--- config.mk ---
export PLATFORM = sky130hd
export DESIGN_NAME = ps2_frame_receiver
export DESIGN_NICKNAME = d
export VERILOG_FILES = /design/src/rtl/ps2_pkg.sv /design/src/rtl/ps2_line_filter.sv /design/src/rtl/ps2_frame_receiver.sv
export SDC_FILE = /design/constraint.sdc
export NUM_CORES = 1
export LEC_CHECK = 0
export ABC_CLOCK_PERIOD_IN_PS = 5000
export CELL_PAD_IN_SITES_DETAIL_PLACEMENT = 0
export CELL_PAD_IN_SITES_GLOBAL_PLACEMENT = 2
export CORE_ASPECT_RATIO = 1.2
export CORE_MARGIN = 10
export CORE_UTILIZATION = 39
export CTS_CLUSTER_DIAMETER = 150
export DETAILED_ROUTE_END_ITERATION = 12
export PLACE_DENSITY = 0.87
export SETUP_SLACK_MARGIN = 0.4
export SLEW_MARGIN = 5
export SYNTH_ARGS = -nofsm -noshare
export SYNTH_HDL_FRONTEND = slang
export SYNTH_SLANG_ARGS = --single-unit
--- constraint.sdc ---
create_clock -name clk -period 5 [get_ports clk]
set_clock_uncertainty 0.1 [all_clocks]
set_input_delay 0.75 -clock clk [delete_from_list [all_inputs] [get_ports clk]]
set_output_delay 0.75 -clock clk [all_outputs]
set_load 0.05 [all_outputs]
--- src/rtl/ps2_pkg.sv ---
// Shared types and frame constants for the PS/2 receive path.
package ps2_pkg;

    typedef enum logic [1:0] {
        PAR_NONE,
        PAR_ODD,
        PAR_EVEN
    } parity_mode_t;

    typedef enum logic [1:0] {
        IDLE,
        DATA,
        PARITY,
        STOP
    } rx_state_t;

    localparam logic START_BIT = 1'b0;
    localparam logic STOP_BIT  = 1'b1;

    // ones_odd is the XOR of every data bit and the parity bit.
    function automatic logic parity_ok(parity_mode_t mode, logic ones_odd);
        case (mode)
            PAR_ODD:  return ones_odd;
            PAR_EVEN: return !ones_odd;
            default:  return 1'b1;
        endcase
    endfunction

endpackage

--- src/rtl/ps2_line_filter.sv ---
// Two-flop synchroniser followed by a stability filter: the output only follows
// the pin after it has held a new level for FILTER_LEN consecutive cycles.
module ps2_line_filter #(
    parameter int FILTER_LEN = 8
) (
    input  logic clk,
    input  logic rst,
    input  logic pin,
    output logic filt
);

    localparam int CW = (FILTER_LEN < 1) ? 1 : $clog2(FILTER_LEN + 1);

    logic          sync1_q;
    logic          sync2_q;
    logic          filt_q;
    logic [CW-1:0] cnt_q;

    always_ff @(posedge clk) begin
        if (rst) begin
            sync1_q <= 1'b1;
            sync2_q <= 1'b1;
            filt_q  <= 1'b1;
            cnt_q   <= '0;
        end else begin
            sync1_q <= pin;
            sync2_q <= sync1_q;
            if (sync2_q == filt_q) begin
                cnt_q <= '0;
            end else if (cnt_q == CW'(FILTER_LEN - 1)) begin
                // This is the FILTER_LEN-th consecutive disagreeing cycle.
                filt_q <= sync2_q;
                cnt_q  <= '0;
            end else begin
                cnt_q <= cnt_q + 1'b1;
            end
        end
    end

    assign filt = filt_q;

endmodule

--- src/rtl/ps2_frame_receiver.sv ---
// PS/2 device-to-host receiver: filtered pins, falling-edge sampling, frame
// deframing with parity/stop/timeout checks, and a one-deep valid/ready output.
module ps2_frame_receiver
    import ps2_pkg::*;
#(
    parameter int           DATA_BITS   = 8,
    parameter parity_mode_t PARITY_MODE = PAR_ODD,
    parameter int           FILTER_LEN  = 8,
    parameter int           TIMEOUT_CYC = 100000
) (
    input  logic                 clk,
    input  logic                 rst,
    input  logic                 ps2_clk,
    input  logic                 ps2_data,
    output logic [DATA_BITS-1:0] code,
    output logic                 valid,
    input  logic                 ready,
    output logic                 parity_err,
    output logic                 frame_err,
    output logic                 overrun,
    output logic                 busy
);

    localparam int BW = $clog2(DATA_BITS);
    localparam int WW = $clog2(TIMEOUT_CYC + 1);

    logic filt_clk;
    logic filt_data;

    ps2_line_filter #(.FILTER_LEN(FILTER_LEN)) u_clk_filter (
        .clk  (clk),
        .rst  (rst),
        .pin  (ps2_clk),
        .filt (filt_clk)
    );

    ps2_line_filter #(.FILTER_LEN(FILTER_LEN)) u_data_filter (
        .clk  (clk),
        .rst  (rst),
        .pin  (ps2_data),
        .filt (filt_data)
    );

    rx_state_t            state_q;
    logic [BW-1:0]        bitcnt_q;
    logic [DATA_BITS-1:0] shreg_q;
    logic                 par_q;
    logic [WW-1:0]        wdog_q;
    logic                 filt_clk_prev_q;
    logic [DATA_BITS-1:0] code_q;
    logic                 valid_q;
    logic                 parity_err_q;
    logic                 frame_err_q;
    logic                 overrun_q;

    logic sample_d;
    logic stop_ok_d;
    logic parity_good_d;
    logic deliver_d;

    assign sample_d      = filt_clk_prev_q & ~filt_clk;
    assign stop_ok_d     = (filt_data == STOP_BIT);
    assign parity_good_d = parity_ok(PARITY_MODE, (^shreg_q) ^ par_q);
    assign deliver_d     = sample_d && (state_q == STOP) && stop_ok_d && parity_good_d;

    always_ff @(posedge clk) begin
        if (rst) begin
            state_q         <= IDLE;
            bitcnt_q        <= '0;
            shreg_q         <= '0;
            par_q           <= 1'b0;
            wdog_q          <= '0;
            filt_clk_prev_q <= 1'b1;
            code_q          <= '0;
            valid_q         <= 1'b0;
            parity_err_q    <= 1'b0;
            frame_err_q     <= 1'b0;
            overrun_q       <= 1'b0;
        end else begin
            filt_clk_prev_q <= filt_clk;
            parity_err_q    <= 1'b0;
            frame_err_q     <= 1'b0;
            overrun_q       <= 1'b0;

            // A full register that is being drained this cycle can take the new word.
            if (deliver_d) begin
                if (!valid_q || ready) begin
                    code_q  <= shreg_q;
                    valid_q <= 1'b1;
                end else begin
                    overrun_q <= 1'b1;
                end
            end else if (valid_q && ready) begin
                valid_q <= 1'b0;
            end

            if (state_q == IDLE) begin
                wdog_q <= '0;
                if (sample_d && filt_data == START_BIT) begin
                    state_q  <= DATA;
                    bitcnt_q <= '0;
                end
            end else if (sample_d) begin
                wdog_q <= '0;
                case (state_q)
                    DATA: begin
                        for (int i = 0; i < DATA_BITS; i++) begin
                            if (bitcnt_q == BW'(i)) begin
                                shreg_q[i] <= filt_data;
                            end
                        end
                        if (bitcnt_q == BW'(DATA_BITS - 1)) begin
                            state_q <= (PARITY_MODE == PAR_NONE) ? STOP : PARITY;
                        end else begin
                            bitcnt_q <= bitcnt_q + 1'b1;
                        end
                    end
                    PARITY: begin
                        par_q   <= filt_data;
                        state_q <= STOP;
                    end
                    default: begin
                        state_q <= IDLE;
                        if (!stop_ok_d) begin
                            frame_err_q <= 1'b1;
                        end else if (!parity_good_d) begin
                            parity_err_q <= 1'b1;
                        end
                    end
                endcase
            end else if (wdog_q == WW'(TIMEOUT_CYC - 1)) begin
                // The pulse lands in the cycle the watchdog would read TIMEOUT_CYC.
                frame_err_q <= 1'b1;
                state_q     <= IDLE;
                wdog_q      <= '0;
            end else begin
                wdog_q <= wdog_q + 1'b1;
            end
        end
    end

    assign code       = code_q;
    assign valid      = valid_q;
    assign parity_err = parity_err_q;
    assign frame_err  = frame_err_q;
    assign overrun    = overrun_q;
    assign busy       = (state_q != IDLE);

endmodule
==> reports/metrics.cfg <==
[worst_hold_path]
hold_path_depth=1
hold_end=u_clk_filter.sync2_q$_SDFF_PP1_
worstHoldStart=u_clk_filter.sync1_q$_SDFF_PP1_
hold_path.class=flop to flop

[placement]
place_hpwl_mm=3.24
place_ws_ns=2.37
port-buffer-count=17
place.gp.congestion=0.738
place_area_sq_um=2830

[worst_setup_path]
cp-start-kind=flop
required_ns=4.15
crit_chain=inv_1, ha_1, inv_1, clkdlybuf4s50_1
crit_slowest_cell=clkdlybuf4s50_1
endpoint_kind=output pin
max_stage_delay_ns=0.82
crit_type=flop to output pin
worstPathArrival_ns=2.12
crit_family=buffers and inverters
r2r_setup_slack_ns=2.94
reg2reg_to=wdog_q[9]$_SDFF_PP0_
path_buf_inv=3
crit_path_max_fanout=11
reg2reg_from=state_q[1]$_SDFFE_PP0P_
crit_top_cell=inv_1
worstRegToRegCells=4

[drt]
drcViolationCount=0
drtAntennaViolNets=0
wl_per_cell_microns=11.8
totalWireLength_mm=4.63
drt_pre_antenna_iters=4
drt_first_iter_violations=35
via_per_inst=4.77
num_vias=1866

[global_route]
antenna_found_initial=0
grt_util_all_layers=0.0981
grt_first_pass_wirelength_mm=8.01
gr-total-overflow=0
grt_start_max_net_pins=37
grt_pass1_vias=1838

[synthesis]
yosys_register_bits=58
netlist_instances=283
synth_ff_type=dfxtp_1
syn_avg_cell_area_sq_um=9.22
synth_top_family_by_area=simple AND/OR/NAND/NOR gates
synth_mux_area_frac=0.0508
yosysWarnings=0
synth_seq_area_share=0.445
synthXorXnorAreaFrac=0.102
yosys.area_share.simple=0.251
synth-edff-count=0
synth_cell_types=40
async_flop_share=0
synthesis.area_sq_um=2610
synth-compound-area-share=0.0431
synth_fa_ha_area_frac=0.0671
synth_nets=302

[cells_and_area]
drive_above_1_share=0.0850
synthToLayoutAreaGrowth_pct=15.0
fin_area_sq_um=3000
diodes=0
final_nets=321

[floorplanning]
dieArea_sq_um=10400
start_util=0.402
num_rows=32
coreArea_sq_um=6490
die_y_microns=110
die_w_microns=94.7
io_pins=18

[timing]
slew_headroom=0.576
max_clock_freq_mhz=336
setup_ws_ns=2.03
finalSetupViolCount=0
fin_hold_ws_ns=0.311
rsz0062_at_grt=no
tightest_slew_ns=0.635
finalMaxSlewViolations=0
finalHoldViolCount=0
fin_crit_ns=2.97
fin_tns_setup_ns=0
period_share=0.595

[clock_tree]
clockRootBuffer=clkbuf_8
clockBufferDepth=2
cts_tree=done
cts_buffers=9
cts_resized=0
h-tree-depth=3
clk_pin_slew_worst_paths_ns=0.06
post_cts_buffers=0
insertion_delay_ns=0.33
clkSinkCount=58
hold_buffers=0

[power]
finalPower_w=0.000882
switching_share=0.227
power_frac_comb=0.040
power_frac_clock=0.430
p_int_w=0.000682
p_per_area_nw_per_um2=294
pwr-share-seq=0.531
p_switching_w=0.000200
p_leak_nw=1.14
vdd.ir_drop.worst_mv=0.159

[flow_run]
max_cap_violations=0

[status]
status=completed

-- metal layers --
layer	routed length [microns]	GRT usage	vias to the layer above
met5	0	0	-
met1	2160	0.111	839
li1	-	-	983
met2	2130	0.159	32
met3	211	0.0232	12
met4	130	0.0707	0
-- cell families after synthesis --
group	count (synthesis)
multiplexers	12
XOR/XNOR	27
AND/OR/NAND/NOR	132
flip-flops	58
buffers and inverters	21
adder cells (fa/ha/maj)	14
AO/OA/AOI/OAI	19
-- synth_stat cells, drive strengths merged (2+ instances only) --
cell type,n,area [sq um]
a211o,2,17.5
a21oi,11,55.1
and3,2,12.5
and3b,2,17.5
buf,2,10.0
clkbuf,7,46.3
dfxtp,58,1160
ha,14,175
inv,11,41.3
mux2i,12,133
nand2,24,90.1
nand2b,2,12.5
nand3,18,90.1
nand4,2,12.5
nor2,47,176
nor2b,4,25.0
nor3,7,35.0
nor4,4,25.0
nor4b,3,32.5
o21ai,2,10.0
or2,6,37.5
or2b,2,17.5
or3,2,12.5
or4,2,15.0
xnor2,12,105
xnor3,2,47.6
xor2,13,114
-- state kept, by name, indices dropped and copies added, names as in the netlist, 2 cells and up --
name and flops:
wdog_q 17, shreg_q 8, code 8, u_clk_filter.cnt_q 4, state_q 2, u_data_filter.cnt_q 4, bitcnt_q 3
-- cell usage in the layout (no fill, tap or decap), drive strengths merged, types with 4 or more instances in the layout --
cell type and n:
a21oi 11, clkbuf 13, or2 6, nor2 47
nor4 4, mux2i 12, inv 11, xor2 13
nand3 18, xnor2 12, nor2b 4, nand2 24
dfxtp 58, nor3 7, clkdlybuf4s50 17, ha 14
-- worst max path at each step --
stage	start	end	slack, ns	cells after the start
after detailed placement	rst	wdog_q[13]$_SDFF_PP0_	2.37	4
after floorplan	ready	code[0]$_SDFFE_PP0P_	2.95	5
after CTS	state_q[1]$_SDFFE_PP0P_	busy	2.02	4
after global placement	rst	wdog_q[11]$_SDFF_PP0_	2.39	4
after global routing	state_q[1]$_SDFFE_PP0P_	busy	1.94	4
final	state_q[1]$_SDFFE_PP0P_	busy	2.03	4
-- cell type report --
class                      count  area [sq um]
clock inverter                 2          12.5
multi-input combinational    204          1340
inverter                      11          41.3
timing repair buffer          18           178
fill                         647          3490
tap                           85           106
clock buffer                  13           159
sequential                    58          1160
-- stage by stage --
stage,cells,util
after global routing,391,0.463
after CTS,391,0.463
after detailed placement,376,0.436
after floorplan,283,-
final,391,0.463
after global placement,376,0.436
-- power by group through the flow --
stage / Sequential, W / Clock, W / Combinational (W)
final: 0.000468 / 0.000379 / 0.0000350
after global routing: 0.000468 / 0.000412 / 0.0000392
after CTS: 0.000468 / 0.000392 / 0.0000354
after detailed placement: 0.000478 / 0 / 0.0000350
after global placement: 0.000478 / 0 / 0.0000355
after floorplan: 0.000478 / 0 / 0.0000263
Note: power is estimated with default switching activity, not from simulation.
